### config.mk
export PLATFORM = sky130hd
export DESIGN_NAME = bdu_ibuf
export DESIGN_NICKNAME = d
export VERILOG_FILES = /design/src/rtl/bdu_pkg.sv /design/src/rtl/bdu_ibuf_inst_decode.sv /design/src/rtl/bdu_ibuf.sv
export SDC_FILE = /design/constraint.sdc
export NUM_CORES = 1
export LEC_CHECK = 0
export CAP_MARGIN = 20
export CORE_MARGIN = 5
export CORE_UTILIZATION = 40
export CTS_CLUSTER_DIAMETER = 200
export DETAILED_ROUTE_END_ITERATION = 8
export GPL_TIMING_DRIVEN = 0
export PLACE_DENSITY = 0.69
export REMOVE_ABC_BUFFERS = 1
export SETUP_SLACK_MARGIN = 0.05
export SLEW_MARGIN = 20
export SYNTH_ARGS = -nofsm -noshare
export SYNTH_HDL_FRONTEND = slang
export SYNTH_SLANG_ARGS = --single-unit
export TNS_END_PERCENT = 5
### constraint.sdc
create_clock -name clk_i -period 17.9 [get_ports clk_i]
set_input_delay 3.58 -clock clk_i [delete_from_list [all_inputs] [get_ports clk_i]]
set_output_delay 3.58 -clock clk_i [all_outputs]
set_load 0.05 [all_outputs]
### src/rtl/bdu_pkg.sv
// bdu_pkg: shared decode-stage types, opcode constants and AXI response codes.
// Used by the instruction queue and by later pipeline stages.
package bdu_pkg;

    typedef enum logic [2:0] {
        INST_NONE = 3'd0,
        INST_R    = 3'd1,
        INST_I    = 3'd2,
        INST_S    = 3'd3,
        INST_B    = 3'd4,
        INST_U    = 3'd5,
        INST_J    = 3'd6,
        INST_PRIV = 3'd7
    } optype_e;

    localparam logic [6:0] OPC_LOAD     = 7'b0000011;
    localparam logic [6:0] OPC_MISC_MEM = 7'b0001111;
    localparam logic [6:0] OPC_OP_IMM   = 7'b0010011;
    localparam logic [6:0] OPC_AUIPC    = 7'b0010111;
    localparam logic [6:0] OPC_STORE    = 7'b0100011;
    localparam logic [6:0] OPC_OP       = 7'b0110011;
    localparam logic [6:0] OPC_LUI      = 7'b0110111;
    localparam logic [6:0] OPC_BRANCH   = 7'b1100011;
    localparam logic [6:0] OPC_JALR     = 7'b1100111;
    localparam logic [6:0] OPC_JAL      = 7'b1101111;
    localparam logic [6:0] OPC_SYSTEM   = 7'b1110011;

    localparam logic [1:0] RRESP_OKAY   = 2'b00;
    localparam logic [1:0] RRESP_EXOKAY = 2'b01;
    localparam logic [1:0] RRESP_SLVERR = 2'b10;
    localparam logic [1:0] RRESP_DECERR = 2'b11;

    function automatic logic rresp_fault(input logic [1:0] resp);
        return (resp == RRESP_SLVERR) || (resp == RRESP_DECERR);
    endfunction

endpackage

### src/rtl/bdu_ibuf_inst_decode.sv
// inst_decode: combinational RV32 field extraction, format classification
// and sign-extended immediate generation.
module inst_decode
    import bdu_pkg::*;
#(
    parameter int XLEN = 32
) (
    input  logic [31:0]     inst_i,
    output logic [4:0]      rs1_o,
    output logic [4:0]      rs2_o,
    output logic [4:0]      rd_o,
    output logic [2:0]      funct3_o,
    output logic [6:0]      funct7_o,
    output logic [11:0]     csr_addr_o,
    output logic [2:0]      optype_o,
    output logic [XLEN-1:0] imm_o
);

    logic [6:0]  opcode;
    optype_e     optype;
    logic [31:0] imm32;

    assign opcode     = inst_i[6:0];
    assign rd_o       = inst_i[11:7];
    assign funct3_o   = inst_i[14:12];
    assign rs1_o      = inst_i[19:15];
    assign rs2_o      = inst_i[24:20];
    assign funct7_o   = inst_i[31:25];
    assign csr_addr_o = inst_i[31:20];
    assign optype_o   = optype;

    always_comb begin
        optype = INST_NONE;
        unique case (1'b1)
            opcode == OPC_OP:       optype = INST_R;
            opcode == OPC_OP_IMM,
            opcode == OPC_LOAD,
            opcode == OPC_JALR,
            opcode == OPC_MISC_MEM: optype = INST_I;
            opcode == OPC_STORE:    optype = INST_S;
            opcode == OPC_BRANCH:   optype = INST_B;
            opcode == OPC_LUI,
            opcode == OPC_AUIPC:    optype = INST_U;
            opcode == OPC_JAL:      optype = INST_J;
            opcode == OPC_SYSTEM:   optype = INST_PRIV;
            default:                optype = INST_NONE;
        endcase
    end

    always_comb begin
        imm32 = '0;
        unique case (optype)
            INST_I, INST_PRIV:
                imm32 = {{20{inst_i[31]}}, inst_i[31:20]};
            INST_S:
                imm32 = {{20{inst_i[31]}}, inst_i[31:25], inst_i[11:7]};
            INST_B:
                imm32 = {{19{inst_i[31]}}, inst_i[31], inst_i[7],
                         inst_i[30:25], inst_i[11:8], 1'b0};
            INST_U:
                imm32 = {inst_i[31:12], 12'b0};
            INST_J:
                imm32 = {{11{inst_i[31]}}, inst_i[31], inst_i[19:12],
                         inst_i[20], inst_i[30:21], 1'b0};
            default:
                imm32 = '0;
        endcase
    end

    assign imm_o = XLEN'($signed(imm32));

endmodule

### src/rtl/bdu_ibuf.sv
// bdu_ibuf: in-order fetch queue between IFU requests and AXI R beats.
// Define IBUF_BYPASS_EN to issue a head beat in the cycle it arrives.
module bdu_ibuf
    import bdu_pkg::*;
#(
    parameter int DEPTH = 4,
    parameter int XLEN  = 32
) (
    input  logic            clk_i,
    input  logic            rst_ni,
    input  logic            flush_i,
    input  logic            ifu_valid_i,
    output logic            ifu_ready_o,
    input  logic [XLEN-1:0] ifu_pc_i,
    input  logic [XLEN-1:0] ifu_snpc_i,
    input  logic [31:0]     rdata_i,
    input  logic            rvalid_i,
    input  logic [1:0]      rresp_i,
    output logic            rready_o,
    output logic            dec_valid_o,
    input  logic            dec_ready_i,
    output logic [XLEN-1:0] dec_pc_o,
    output logic [XLEN-1:0] dec_snpc_o,
    output logic [31:0]     dec_inst_o,
    output logic [4:0]      dec_rs1_o,
    output logic [4:0]      dec_rs2_o,
    output logic [4:0]      dec_rd_o,
    output logic [XLEN-1:0] dec_imm_o,
    output logic [2:0]      dec_optype_o,
    output logic [2:0]      dec_funct3_o,
    output logic [6:0]      dec_funct7_o,
    output logic [11:0]     dec_csr_addr_o,
    output logic            dec_fault_o
);

    localparam int PW  = $clog2(DEPTH);
    localparam int CW  = PW + 1;
    localparam int CW1 = CW + 1;
    localparam logic [CW:0] DEPTH_C = CW1'(DEPTH);

    logic [PW-1:0]   wr_ptr_q, wr_ptr_d;
    logic [PW-1:0]   fill_ptr_q, fill_ptr_d;
    logic [PW-1:0]   rd_ptr_q, rd_ptr_d;
    logic [CW-1:0]   alloc_cnt_q, alloc_cnt_d;
    logic [CW-1:0]   unfilled_cnt_q, unfilled_cnt_d;
    logic [CW-1:0]   drop_cnt_q, drop_cnt_d;

    logic [XLEN-1:0] pc_q   [DEPTH];
    logic [XLEN-1:0] pc_d   [DEPTH];
    logic [XLEN-1:0] snpc_q [DEPTH];
    logic [XLEN-1:0] snpc_d [DEPTH];
    logic [31:0]     inst_q [DEPTH];
    logic [31:0]     inst_d [DEPTH];
    logic [DEPTH-1:0] fault_q, fault_d;

    logic        fire;
    logic        beat_acc;
    logic        drop_beat;
    logic        fill_beat;
    logic        fill_wr;
    logic        pop;
    logic        bypass;
    logic        beat_fault;
    logic [31:0] beat_inst;
    logic [31:0] head_inst;
    logic        head_fault;

    assign ifu_ready_o = ({1'b0, alloc_cnt_q} + {1'b0, drop_cnt_q}) < DEPTH_C;
    assign rready_o    = (unfilled_cnt_q != '0) | (drop_cnt_q != '0);

    assign fire      = ifu_valid_i & ifu_ready_o;
    assign beat_acc  = rvalid_i & rready_o;
    assign drop_beat = beat_acc & (drop_cnt_q != '0);
    assign fill_beat = beat_acc & (drop_cnt_q == '0);

    // Faulting beats never expose their data as an instruction.
    assign beat_fault = rresp_fault(rresp_i);
    assign beat_inst  = beat_fault ? 32'h0 : rdata_i;

`ifdef IBUF_BYPASS_EN
    assign bypass = fill_beat & (alloc_cnt_q == unfilled_cnt_q);
`else
    assign bypass = 1'b0;
`endif

    assign dec_valid_o = (alloc_cnt_q != unfilled_cnt_q) | bypass;
    assign pop         = dec_valid_o & dec_ready_i;
    assign fill_wr     = fill_beat & ~(bypass & pop);

    assign head_inst  = bypass ? beat_inst  : inst_q[rd_ptr_q];
    assign head_fault = bypass ? beat_fault : fault_q[rd_ptr_q];

    assign dec_pc_o    = pc_q[rd_ptr_q];
    assign dec_snpc_o  = snpc_q[rd_ptr_q];
    assign dec_inst_o  = head_inst;
    assign dec_fault_o = head_fault;

    inst_decode #(.XLEN(XLEN)) u_dec (
        .inst_i     (head_inst),
        .rs1_o      (dec_rs1_o),
        .rs2_o      (dec_rs2_o),
        .rd_o       (dec_rd_o),
        .funct3_o   (dec_funct3_o),
        .funct7_o   (dec_funct7_o),
        .csr_addr_o (dec_csr_addr_o),
        .optype_o   (dec_optype_o),
        .imm_o      (dec_imm_o)
    );

    always_comb begin
        wr_ptr_d       = wr_ptr_q;
        fill_ptr_d     = fill_ptr_q;
        rd_ptr_d       = rd_ptr_q;
        alloc_cnt_d    = alloc_cnt_q;
        unfilled_cnt_d = unfilled_cnt_q;
        drop_cnt_d     = drop_cnt_q;
        pc_d           = pc_q;
        snpc_d         = snpc_q;
        inst_d         = inst_q;
        fault_d        = fault_q;

        if (flush_i) begin
            // Every outstanding fetch still owes a beat that must be swallowed.
            drop_cnt_d     = drop_cnt_q + unfilled_cnt_q - CW'(beat_acc);
            fill_ptr_d     = '0;
            rd_ptr_d       = '0;
            wr_ptr_d       = PW'(fire);
            alloc_cnt_d    = CW'(fire);
            unfilled_cnt_d = CW'(fire);
            if (fire) begin
                pc_d[0]   = ifu_pc_i;
                snpc_d[0] = ifu_snpc_i;
            end
        end else begin
            if (drop_beat) begin
                drop_cnt_d = drop_cnt_q - 1'b1;
            end
            if (fill_beat) begin
                fill_ptr_d = fill_ptr_q + 1'b1;
            end
            if (fill_wr) begin
                inst_d[fill_ptr_q]  = beat_inst;
                fault_d[fill_ptr_q] = beat_fault;
            end
            if (pop) begin
                rd_ptr_d = rd_ptr_q + 1'b1;
            end
            if (fire) begin
                pc_d[wr_ptr_q]   = ifu_pc_i;
                snpc_d[wr_ptr_q] = ifu_snpc_i;
                wr_ptr_d         = wr_ptr_q + 1'b1;
            end
            alloc_cnt_d    = alloc_cnt_q + CW'(fire) - CW'(pop);
            unfilled_cnt_d = unfilled_cnt_q + CW'(fire) - CW'(fill_beat);
        end
    end

    always_ff @(posedge clk_i) begin
        if (!rst_ni) begin
            wr_ptr_q       <= '0;
            fill_ptr_q     <= '0;
            rd_ptr_q       <= '0;
            alloc_cnt_q    <= '0;
            unfilled_cnt_q <= '0;
            drop_cnt_q     <= '0;
        end else begin
            wr_ptr_q       <= wr_ptr_d;
            fill_ptr_q     <= fill_ptr_d;
            rd_ptr_q       <= rd_ptr_d;
            alloc_cnt_q    <= alloc_cnt_d;
            unfilled_cnt_q <= unfilled_cnt_d;
            drop_cnt_q     <= drop_cnt_d;
        end
    end

    // Entry payload is only meaningful under the counters, so it needs no reset.
    always_ff @(posedge clk_i) begin
        pc_q    <= pc_d;
        snpc_q  <= snpc_d;
        inst_q  <= inst_d;
        fault_q <= fault_d;
    end

endmodule

==> run_results.csv, run 1 <==
group,metric,value,unit
grt,overflow,0,
sta,max_freq,0.129,GHz
drt,wl,36.5,mm
die,die_area,45700,sq um
grt,grt_pass1_wl,55.2,mm
power_and_ir_drop,ir_drop,90.6,uV
grt,antenna_found_initial,4,
setup_path,critPathArrivalTime,4170,ps
sta,finClkSkew,10.2,ps
place,dpl.hpwl,25.2,mm
sta,finalSetupViolCount,0,
setup_path,crit_slowest_cell,"clkdlybuf4s50_1",
grt,grt_max_degree,36,
setup_path,critical_path.max_stage_delay,800,ps
sta,period_needed,7750,ps
yosys,synth_edf_count,388,
drt,drt_pass1_iterations,4,
yosys,synth_seq_area_share,72.0,%
place,gp_congestion,0.775,
finish,num-fill-cells,3254,
setup_path,worst-path-buf-inv,2,
setup_path,crit_path_start_kind,"flip-flop",
die,start_util,40.5,%
yosys,synth_area,16600,sq um
setup_path,cp.required,14320,ps
yosys,synth.distinct_cells,51,
clock_tree,cts-resized-gates,0,
sta,period_share,43.3,%
yosys,syn_avg_cell_area,19.2,sq um
grt,grt_pass1_vias,9265,
clock_tree,cts_hold_buffers,0,
clock_tree,clock_sinks,403,
power_and_ir_drop,power.density,147,nW/um^2
die,chipHeight,214,microns
finish,n_antenna_cell,0,
finish,nets,1272,
min_path,hold_path.class,"reg2reg",
yosys,synth_ff_type,"edfxtp_1",
drt,avgViaCountPerCell,5.11,
setup_path,endpoint_kind,"output port",
run,maxCapViolations,0,
setup_path,crit_fanout,26,
clock_tree,path_clk_slew,60,ps
drt,ant_nets,0,
die,fp-row-count,74,
drt,vias,8730,
setup_path,cp_top_family,"buffers and inverters",
sta,drv_slew,0,
run_status,status,"completed",
clock_tree,cts_root_buf,"clkbuf_16",
clock_tree,tritoncts,"built",
die,pin_count,276,
setup_path,worstPathCellList,"buf_12 -> mux4_2 -> or3_1 -> o22ai_2 -> a21o_1 -> clkdlybuf4s50_1",
grt,grtUsageTotal,15.8,%
finish,syn_to_final_growth,29.8,%
sta,hold_viol_final,0,
sta,worst_pin_slew,811,ps
drt,post_drt_wl_per_cell,21.4,microns
sta,rsz0062_at_grt,"no",
yosys,syn-instance-count,863,
drt,remaining_drc_errors,0,
finish,drive_gt1_share,18.9,%
sta,tns,0,ps
yosys,synth_seq_cells,403,
yosys,synth-async-reset-ratio,0,%
power_and_ir_drop,total_power,3160,uW
sta,max_slew_margin,45.7,%
drt,drtIter0Drc,448,
setup_path,crit_type,"reg2out",
clock_tree,post-cts-setup-buffers,0,
clock_tree,htreeDepth,2,
clock_tree,cts_made_buffers,43,
clock_tree,cts_buffer_depth,3,
power_and_ir_drop,power_leakage,0.00712,uW
die,die_x,214,microns
yosys,ys_warn_count,0,
place,place.port_buffers,274,
die,coreArea,40900,sq um
clock_tree,clk_latency,550,ps
-- through the flow --
step / setup WS [ps] / hold WS, ps / instances / util (%) / cell area, sq um
floorplan: 7630 / 469 / 785 / - / 16100
global route: 9820 / 554 / 1709 / 52.6 / 21500
global placement: 3620 / 490 / 1591 / 47.7 / 19500
finish: 10150 / 503 / 1709 / 52.6 / 21500
detailed placement: 10640 / 498 / 1633 / 49.2 / 20200
CTS: 10020 / 506 / 1709 / 52.6 / 21500
-- state kept, by name, indices dropped and copies added (netlist names) --
register,count
rd_ptr_q,2
snpc_q,128
inst_q,128
pc_q,128
fault_q,4
alloc_cnt_q,3
unfilled_cnt_q,3
wr_ptr_q,2
drop_cnt_q,3
fill_ptr_q,2
-- cell usage after synthesis, types with 5 or more instances --
master,count,area (sq um)
edfxtp_1,388,11700
a21o_1,19,143
nand2_1,12,45.0
a21oi_1,11,55.1
ha_1,19,238
xnor2_1,14,123
dfxtp_1,15,300
buf_2,16,80.1
nor2_1,16,60.1
clkbuf_1,16,60.1
nor2b_1,99,619
inv_1,15,56.3
nand3_1,5,25.0
buf_4,38,285
and2_1,17,106
mux4_2,97,2180
-- where the power goes --
group          internal, uW  total (uW)  switching, uW
Sequential             1140        1170           36.0
Combinational           421        1120            704
Clock                   511         865            354
Total                  2070        3160           1090
-- placed cells by master, fill, tap and decap left out, types with 5 or more instances in the layout --
master,instances
dfxtp_1,13
clkdlybuf4s50_1,273
clkinv_1,9
nor2_1,15
a21oi_1,10
mux4_2,97
buf_4,17
clkbuf_16,44
buf_12,10
and2_1,13
inv_1,15
clkbuf_1,9
a21o_1,19
buf_16,6
nor2b_1,99
nand2_1,12
buf_6,9
ha_1,19
nand3_1,5
xnor2_1,14
edfxtp_1,388
-- area by class of cell --
| type | instances | area (sq um) | share of cell area, % |
|---|---|---|---|
| Multi-Input combinational cell | 366 | 4140 | 19.2 |
| Inverter | 16 | 60.1 | 0.279 |
| Sequential cell | 403 | 12000 | 55.5 |
| Clock buffer | 53 | 1130 | 5.27 |
| Clock inverter | 23 | 244 | 1.13 |
| Tap cell | 532 | 666 | 3.09 |
| Timing Repair Buffer | 316 | 3330 | 15.5 |
-- metal layers --
layer	global-route usage (%)	wire length, microns	up-vias	share of wire, %
met1	19.6	14500	4473	40
met2	26.3	17900	278	49
li1	-	-	3919	-
met5	0	41	-	0.11
met3	5.97	3470	54	9.5
met4	4.12	636	6	1.7
-- kinds of logic after synthesis --
kind of cell | after synthesis | synth area share (%)
multiplexers | 99 | 13.3
XOR/XNOR | 17 | 0.897
AND/OR/NAND/NOR | 171 | 6.12
flip-flops | 403 | 72.0
adder cells (fa/ha/maj) | 22 | 1.79
AO/OA/AOI/OAI | 57 | 2.59
buffers and inverters | 94 | 3.29
-- worst min-delay path: stages, from the launching register on --
cell	delay [ps]
dfxtp_1	330
nand2_1	60
a21oi_1	60
-- path summary, 6_finish.rpt --
check | start | cells past startpoint | endpoint | slack [ps]
max | rd_ptr_q[0] | 6 | dec_imm_o[14] | 10150
max reg2reg | alloc_cnt_q[1] | 8 | snpc_q[28] | 14410
min | fill_ptr_q[1] | 2 | fill_ptr_q[1] | 500
min reg2reg | fill_ptr_q[1] | 2 | fill_ptr_q[1] | 500
Power figures use the tool's default switching activity.
==> inputs of run 2 (changes only) <==
==> constraint.sdc (replaced) <==
create_clock -name clk_i -period 7.76 [get_ports clk_i]
set_input_delay 1.552 -clock clk_i [delete_from_list [all_inputs] [get_ports clk_i]]
set_output_delay 1.552 -clock clk_i [all_outputs]
set_load 0.05 [all_outputs]
==> results of run 2 <==
The final DEF is identical to that of run 1. Status: completed.
Among the figures that moved: setup slack after placement 10640 ps -> 2530 ps; setup slack after layout 10150 ps -> 2040 ps; register-to-register setup slack 14410 ps -> 4270 ps; total power 3160 uW -> 7300 uW; worst IR drop on VDD 90.6 uV -> 209 uV
